File: src/rtl/mem_arbiter_if.sv
// Bundle of the fetch, data and memory-macro signals around mem_arbiter.
// The arbiter takes the slave view; requesters and the memory sit on the master side.
interface mem_arbiter_if #(
  parameter int ADDR_W = 16,
  parameter int DATA_W = 16
);
  logic              if_req;
  logic [ADDR_W-1:0] if_addr;
  logic              if_done;
  logic [DATA_W-1:0] if_rdata;

  logic              d_req;
  logic              d_wr;
  logic [ADDR_W-1:0] d_addr;
  logic [DATA_W-1:0] d_wdata;
  logic              d_done;
  logic [DATA_W-1:0] d_rdata;
  logic              d_err;

  logic              mem_en;
  logic              mem_wr;
  logic [ADDR_W-1:0] mem_addr;
  logic [DATA_W-1:0] mem_wdata;
  logic [DATA_W-1:0] mem_rdata;

  logic              busy;

  modport slave (
    input  if_req, if_addr, d_req, d_wr, d_addr, d_wdata, mem_rdata,
    output if_done, if_rdata, d_done, d_rdata, d_err,
           mem_en, mem_wr, mem_addr, mem_wdata, busy
  );

  modport master (
    output if_req, if_addr, d_req, d_wr, d_addr, d_wdata, mem_rdata,
    input  if_done, if_rdata, d_done, d_rdata, d_err,
           mem_en, mem_wr, mem_addr, mem_wdata, busy
  );
endinterface

File: src/rtl/mem_arbiter.sv
// Shares one fixed-latency single-ported memory between instruction fetch and
// the data path; alternates under contention and answers with a one-cycle done pulse.
module mem_arbiter #(
  parameter int ADDR_W  = 16,
  parameter int DATA_W  = 16,
  parameter int MEM_LAT = 4
) (
  input  logic          clk,
  input  logic          rst,
  mem_arbiter_if.slave  bus
);

  localparam int CNT_W = 4;

  typedef enum logic [1:0] {IDLE, ACCESS, RESP} state_t;
  typedef enum logic {FETCH = 1'b0, DATA = 1'b1} req_t;

  state_t            state, state_next;
  req_t              grant, last_grant;
  logic [CNT_W-1:0]  cnt;
  logic [ADDR_W-1:0] addr_q;
  logic [DATA_W-1:0] wdata_q;
  logic [DATA_W-1:0] resp_q;
  logic              wr_q;
  logic              err_q;
  logic              any_req;
  logic              pick_data;

  // Alternate only when both ask; a lone requester always wins.
  always_comb begin
    any_req   = bus.if_req | bus.d_req;
    pick_data = bus.d_req && (!bus.if_req || last_grant == FETCH);
  end

  // NOTE: sequential state uses non-blocking assignments so every register
  // samples pre-edge values regardless of process ordering.
  always_ff @(posedge clk or posedge rst) begin
    if (rst) state <= IDLE;
    else     state <= state_next;
  end

  always_comb begin
    // NOTE: default assignment first so no path leaves state_next unassigned
    // and no latch is inferred.
    state_next = state;
    case (state)
      IDLE: begin
        if (any_req) begin
          if (pick_data && bus.d_addr[0]) state_next = RESP;
          else                            state_next = ACCESS;
        end
      end
      ACCESS:  if (cnt == '0) state_next = RESP;
      RESP:    state_next = IDLE;
      default: state_next = IDLE;
    endcase
  end

  always_ff @(posedge clk or posedge rst) begin
    if (rst) begin
      grant      <= FETCH;
      last_grant <= FETCH;
      cnt        <= '0;
      addr_q     <= '0;
      wdata_q    <= '0;
      wr_q       <= 1'b0;
      err_q      <= 1'b0;
      resp_q     <= '0;
    end else begin
      case (state)
        IDLE: begin
          if (any_req) begin
            cnt    <= CNT_W'(MEM_LAT - 1);
            resp_q <= '0;
            if (pick_data) begin
              grant      <= DATA;
              last_grant <= DATA;
              addr_q     <= bus.d_addr;
              wdata_q    <= bus.d_wdata;
              wr_q       <= bus.d_wr;
              err_q      <= bus.d_addr[0];
            end else begin
              grant      <= FETCH;
              last_grant <= FETCH;
              addr_q     <= bus.if_addr;
              wdata_q    <= '0;
              wr_q       <= 1'b0;
              err_q      <= 1'b0;
            end
          end
        end
        ACCESS: begin
          if (cnt == '0) resp_q <= wr_q ? '0 : bus.mem_rdata;
          else           cnt    <= cnt - 1'b1;
        end
        RESP:    err_q <= 1'b0;
        default: ;
      endcase
    end
  end

  // Outputs decode straight from registered state, so reset clears them at once.
  always_comb begin
    bus.mem_en    = (state == ACCESS);
    bus.mem_wr    = bus.mem_en && wr_q;
    bus.mem_addr  = bus.mem_en ? addr_q  : '0;
    bus.mem_wdata = bus.mem_en ? wdata_q : '0;
    bus.if_done   = (state == RESP) && (grant == FETCH);
    bus.d_done    = (state == RESP) && (grant == DATA);
    bus.if_rdata  = bus.if_done ? resp_q : '0;
    bus.d_rdata   = bus.d_done  ? resp_q : '0;
    bus.d_err     = bus.d_done && err_q;
    bus.busy      = (state != IDLE);
  end

endmodule

File: src/flat_wrapper.sv
// flat-port wrapper written by rule: the top's interface ports become plain ports
module mem_arbiter_flat 
#(
  parameter int ADDR_W  = 16,
  parameter int DATA_W  = 16,
  parameter int MEM_LAT = 4
)
  (clk, rst, bus_if_req, bus_if_addr, bus_d_req, bus_d_wr, bus_d_addr, bus_d_wdata, bus_mem_rdata, bus_if_done, bus_if_rdata, bus_d_done, bus_d_rdata, bus_d_err, bus_mem_en, bus_mem_wr, bus_mem_addr, bus_mem_wdata, bus_busy);
  mem_arbiter_if #(.ADDR_W(ADDR_W), .DATA_W(DATA_W)) bus_i ();
  input  logic clk;
  input  logic rst;
  input wire logic [$bits(bus_i.if_req)-1:0] bus_if_req;
  input wire logic [$bits(bus_i.if_addr)-1:0] bus_if_addr;
  input wire logic [$bits(bus_i.d_req)-1:0] bus_d_req;
  input wire logic [$bits(bus_i.d_wr)-1:0] bus_d_wr;
  input wire logic [$bits(bus_i.d_addr)-1:0] bus_d_addr;
  input wire logic [$bits(bus_i.d_wdata)-1:0] bus_d_wdata;
  input wire logic [$bits(bus_i.mem_rdata)-1:0] bus_mem_rdata;
  output wire logic [$bits(bus_i.if_done)-1:0] bus_if_done;
  output wire logic [$bits(bus_i.if_rdata)-1:0] bus_if_rdata;
  output wire logic [$bits(bus_i.d_done)-1:0] bus_d_done;
  output wire logic [$bits(bus_i.d_rdata)-1:0] bus_d_rdata;
  output wire logic [$bits(bus_i.d_err)-1:0] bus_d_err;
  output wire logic [$bits(bus_i.mem_en)-1:0] bus_mem_en;
  output wire logic [$bits(bus_i.mem_wr)-1:0] bus_mem_wr;
  output wire logic [$bits(bus_i.mem_addr)-1:0] bus_mem_addr;
  output wire logic [$bits(bus_i.mem_wdata)-1:0] bus_mem_wdata;
  output wire logic [$bits(bus_i.busy)-1:0] bus_busy;
  assign bus_i.if_req = bus_if_req;
  assign bus_i.if_addr = bus_if_addr;
  assign bus_i.d_req = bus_d_req;
  assign bus_i.d_wr = bus_d_wr;
  assign bus_i.d_addr = bus_d_addr;
  assign bus_i.d_wdata = bus_d_wdata;
  assign bus_i.mem_rdata = bus_mem_rdata;
  assign bus_if_done = bus_i.if_done;
  assign bus_if_rdata = bus_i.if_rdata;
  assign bus_d_done = bus_i.d_done;
  assign bus_d_rdata = bus_i.d_rdata;
  assign bus_d_err = bus_i.d_err;
  assign bus_mem_en = bus_i.mem_en;
  assign bus_mem_wr = bus_i.mem_wr;
  assign bus_mem_addr = bus_i.mem_addr;
  assign bus_mem_wdata = bus_i.mem_wdata;
  assign bus_busy = bus_i.busy;
  mem_arbiter #(.ADDR_W(ADDR_W), .DATA_W(DATA_W), .MEM_LAT(MEM_LAT)) u_core (.clk(clk), .rst(rst), .bus(bus_i));
endmodule
File: config.mk
export PLATFORM = sky130hd
export DESIGN_NAME = mem_arbiter_flat
export DESIGN_NICKNAME = d
export VERILOG_FILES = /design/src/rtl/mem_arbiter_if.sv /design/src/rtl/mem_arbiter.sv /design/src/flat_wrapper.sv
export SDC_FILE = /design/constraint.sdc
export NUM_CORES = 1
export LEC_CHECK = 0
export CAP_MARGIN = 40
export CORE_MARGIN = 4
export CORE_UTILIZATION = 42
export DETAILED_ROUTE_END_ITERATION = 8
export PLACE_DENSITY = 0.82
export SLEW_MARGIN = 20
export SYNTH_ARGS = -nofsm -noshare
export SYNTH_HDL_FRONTEND = slang
export SYNTH_SLANG_ARGS = --single-unit
File: constraint.sdc
create_clock -name clk -period 2.31 [get_ports clk]
set_clock_uncertainty 0.15 [all_clocks]
set_input_delay 0.3465 -clock clk [delete_from_list [all_inputs] [get_ports clk]]
set_output_delay 0.3465 -clock clk [all_outputs]
set_load 0.05 [all_outputs]
==> metrics.md <==
| Metric | Value |
|---|---|
| Status | `finished, final reports clean` |
| Hold WS | `about 240 ps` |
| Number of synthesis warnings | `0` |
| CORE AREA | `between 6000 and 7000 sq um` |
| Synth area leaders | `dfrtp_1 (48%), and2_1 (14%), a22o_1 (5.3%), nand2_1 (4.4%), a31oi_1 (3.8%)` |
| # H-tree levels | `3` |
| Final Max Slew Viols | `0` |
| Maximum vdd drop | `between 0.9 and 1 mV` |
| Ant diodes | `0` |
| DR WL/cell | `16.9 um` |
| Gr usage total | `0.225` |
| CP Max Fanout | `18` |
| Total I/O pin count | `between 100 and 150` |
| Number of fill cells | `430` |
| DPL Wire Length | `6850 um` |
| Worst path cell trace | `nand2b_1, nor2_1, buf_6, and2_1, buf_12` |
| Area of the multi-input gates | `roughly 1300 sq um` |
| WP buf/inv | `2` |
| Clk_lat worst skew | `about 330 ps` |
| Vias per cell | `5.25` |
| Fin crit period | `2190 ps` |
| First-pass GRT wire length | `15000 um` |
| Crit path DAT | `1700 ps` |
| Nets | `528` |
| Crit-path max cell delay | `approximately 460 ps` |
| Worst Tran Pin Value | `between 600 and 700 ps` |
| Pre-Repair DR Iteration Count | `4` |
| CTS root buffer | `clkbuf_8` |
| Seq/Total Area, Yosys | `0.478` |
| Mapped Area | `a little under 3000 sq um` |
| Setup bufs post-CTS | `0` |
| Post-Route Setup TNS | `0 ps` |
| Initial antenna violation count | `0` |
| Largest net degree at the start of global routing | `58` |
| Dominant cell type by area after synthesis | `dfrtp_1` |
| Cell variety after synth | `33` |
| Row cnt | `30` |
| Max-Cap Viols | `0` |
| Relative max-transition margin | `0.535` |
| Post-Synth Adder-Cell Area | `0.00839` |
| Static Leak | `between 2 and 2.5 nW` |
| Synth Instances | `around 320` |
| DRT iter0 DRCs | `120` |
| RSZ-0062 raised after global routing | `no` |
| Maximum buffer depth of the clock tree | `2` |
| WL final | `9430 um` |
| Placer Congestion | `0.789` |
| Setup slack, reg-to-reg | `between 100 and 150 ps` |
| PwrDens | `about 1300 nW/um^2` |
| Detailed-route DRC error count | `0` |
| DR vias | `2927` |
| Synth Area in Compound Gates | `0.189` |
| Die W | `~92 um` |
| Multiplexer area fraction after synthesis | `0.00335` |
| CTS sink count | `between 50 and 60` |
| Vias in the first global route | `2979` |
| Die H | `just over 90 um` |
| CTS tree | `built` |
| Share of the synthesized area in the top cell type | `0.478` |
| Largest delay share family, worst path | `simple AND/OR/NAND/NOR gates` |
| Worst path required time | `around 1800 ps` |
| CP Class | `reg2out` |
| CTS buffer count | `9` |
| Tcrit/Tclk final | `0.950` |
| I/O Buffers | `about 140` |
| Area delta synth->final | `82.8%` |
| Register Area | `about 1400 sq um` |
| XOR/XNOR Fraction of Synth Area | `0` |
| Final ANT Viol Nets | `0` |
| Hold crit path type | `in2async` |
| Crit-path slowest cell | `dfrtp_2` |
| Die area | `approximately 8500 sq um` |
| Layout cells sized above 1 | `0.242` |
| Max frequency | `around 460 MHz` |
| Startpoint class of the critical path | `flip-flop` |
| Mean Syn Cell Area | `between 9 and 10 sq um` |
| GRT overflow | `0` |
| Initial core utilization | `0.437` |
| Setup violations, final | `0` |
| Crit. End Element | `output port` |
| Number of synthesized register bits | `57` |
| Largest family of logic cells by synthesized area | `simple AND/OR/NAND/NOR gates` |
| Fin. Hold Viols | `0` |
| Post-Syn Nets | `between 300 and 400` |
| Post-Synth Simple-Gate Area | `0.248` |
| Clk slew on worst S/H paths | `about 70 ps` |
[cell usage in the layout, fill, tap and decap left out, drive strengths merged]
cell type,n
a22o,18
o21ai,2
clkdlybuf4s50,68
inv,23
nor2,4
dfrtp,57
nor3,3
clkbuf,11
nor2b,1
buf,83
mux2i,1
ha,2
bufinv,4
nor4,16
a221oi,2
and2,67
a21oi,19
or4,1
a31oi,18
o22ai,1
a21boi,1
or3b,1
nand3,1
a21bo,1
nand2b,2
nand2,35
a31o,16
o211ai,1
clkinv,1
or2,2
[through the flow]
stage | power (mW) | std cells | setup WS (ps) | area, sq um | util
global placement | 5.79 | 542 | 179 | 5160 | 0.756
global route | 7.56 | 558 | 22.1 | 5450 | 0.798
detailed placement | 5.92 | 542 | 132 | 5160 | 0.756
finish | 7.22 | 558 | 115 | 5450 | 0.798
CTS | 7.24 | 558 | 34.2 | 5440 | 0.797
floorplan | 3.98 | 322 | 52.1 | 2990 | -
[cell usage after synthesis]
cell / n
a21bo_2: 1
a21boi_1: 1
a21oi_1: 19
a221oi_1: 2
a22o_1: 18
a31o_1: 9
a31o_2: 7
a31oi_1: 18
and2_1: 67
buf_1: 2
buf_2: 9
buf_4: 1
buf_6: 2
clkbuf_1: 13
dfrtp_1: 57
ha_1: 2
inv_1: 23
mux2i_1: 1
nand2_1: 35
nand2b_1: 2
nand3_1: 1
nor2_1: 4
nor2b_1: 1
nor3_1: 2
nor3_2: 1
nor4_1: 16
o211ai_1: 1
o21ai_0: 2
o22ai_1: 1
or2_1: 1
or2_2: 1
or3b_4: 1
or4_1: 1
[layout make-up]
class	instances	area share
Timing Repair Buffer	151	0.404
Sequential cell	57	0.262
Multi-Input combinational cell	215	0.246
Clock buffer	11	0.0278
Clock inverter	5	0.0229
Tap cell	96	0.0220
Inverter	23	0.0158
[cells by family after synthesis]
logic type               after synthesis
multiplexers                           1
adder cells (fa/ha/maj)                2
flip-flops                            57
AO/OA/AOI/OAI                         79
buffers and inverters                 50
AND/OR/NAND/NOR                      133
[power breakdown]
part | switching [mW] | internal, mW
combinational | 2.28 | 1.89
sequential | 0.329 | 1.44
clock | 0.395 | 0.883
total | 3.01 | 4.21
[flip-flops by register name (all words and copies together) (netlist names)]
signal          flops
u_core.state        2
u_core.resp_q      16
u_core.err_q        1
u_core.grant        1
u_core.addr_q      16
u_core.wdata_q     16
u_core.cnt          4
u_core.wr_q         1
[what timing repair did]
action / in CTS / in global routing
hold buffers: 0 / 0
setup endpoints to repair: 0 / 40
gates resized for setup: 0 / 4
[metal layers]
metal,GRT usage,share of wire,vias to the layer above
li1,-,-,1372
met1,0.270,0.41,1414
met2,0.380,0.50,131
met3,0.0512,0.079,10
met4,0.108,0.012,0
met5,0,0,-
[worst register-to-register path: cells and delay by family (launching register included)]
family / cells / cell delay [ps]
and+or+nand+nor: 2 / 840
buffers and inverters: 1 / 100
adders and majority gates: 1 / 190
AOI/OAI and AO/OA: 1 / 360
DFF: 1 / 420
[final timing paths]
path | endpoint | cells past startpoint | start
worst max-delay path | bus_d_rdata[3] | 5 | u_core.state[0]
max in group asynchronous | u_core.state[0] | 3 | rst
min in group clk | u_core.wdata_q[8] | 1 | u_core.wdata_q[8]
worst min register to register | u_core.wdata_q[8] | 1 | u_core.wdata_q[8]
worst min-delay path | u_core.wdata_q[0] | 3 | rst
worst max register to register | u_core.resp_q[4] | 5 | u_core.cnt[0]
Note: power is estimated with default switching activity, not from simulation.
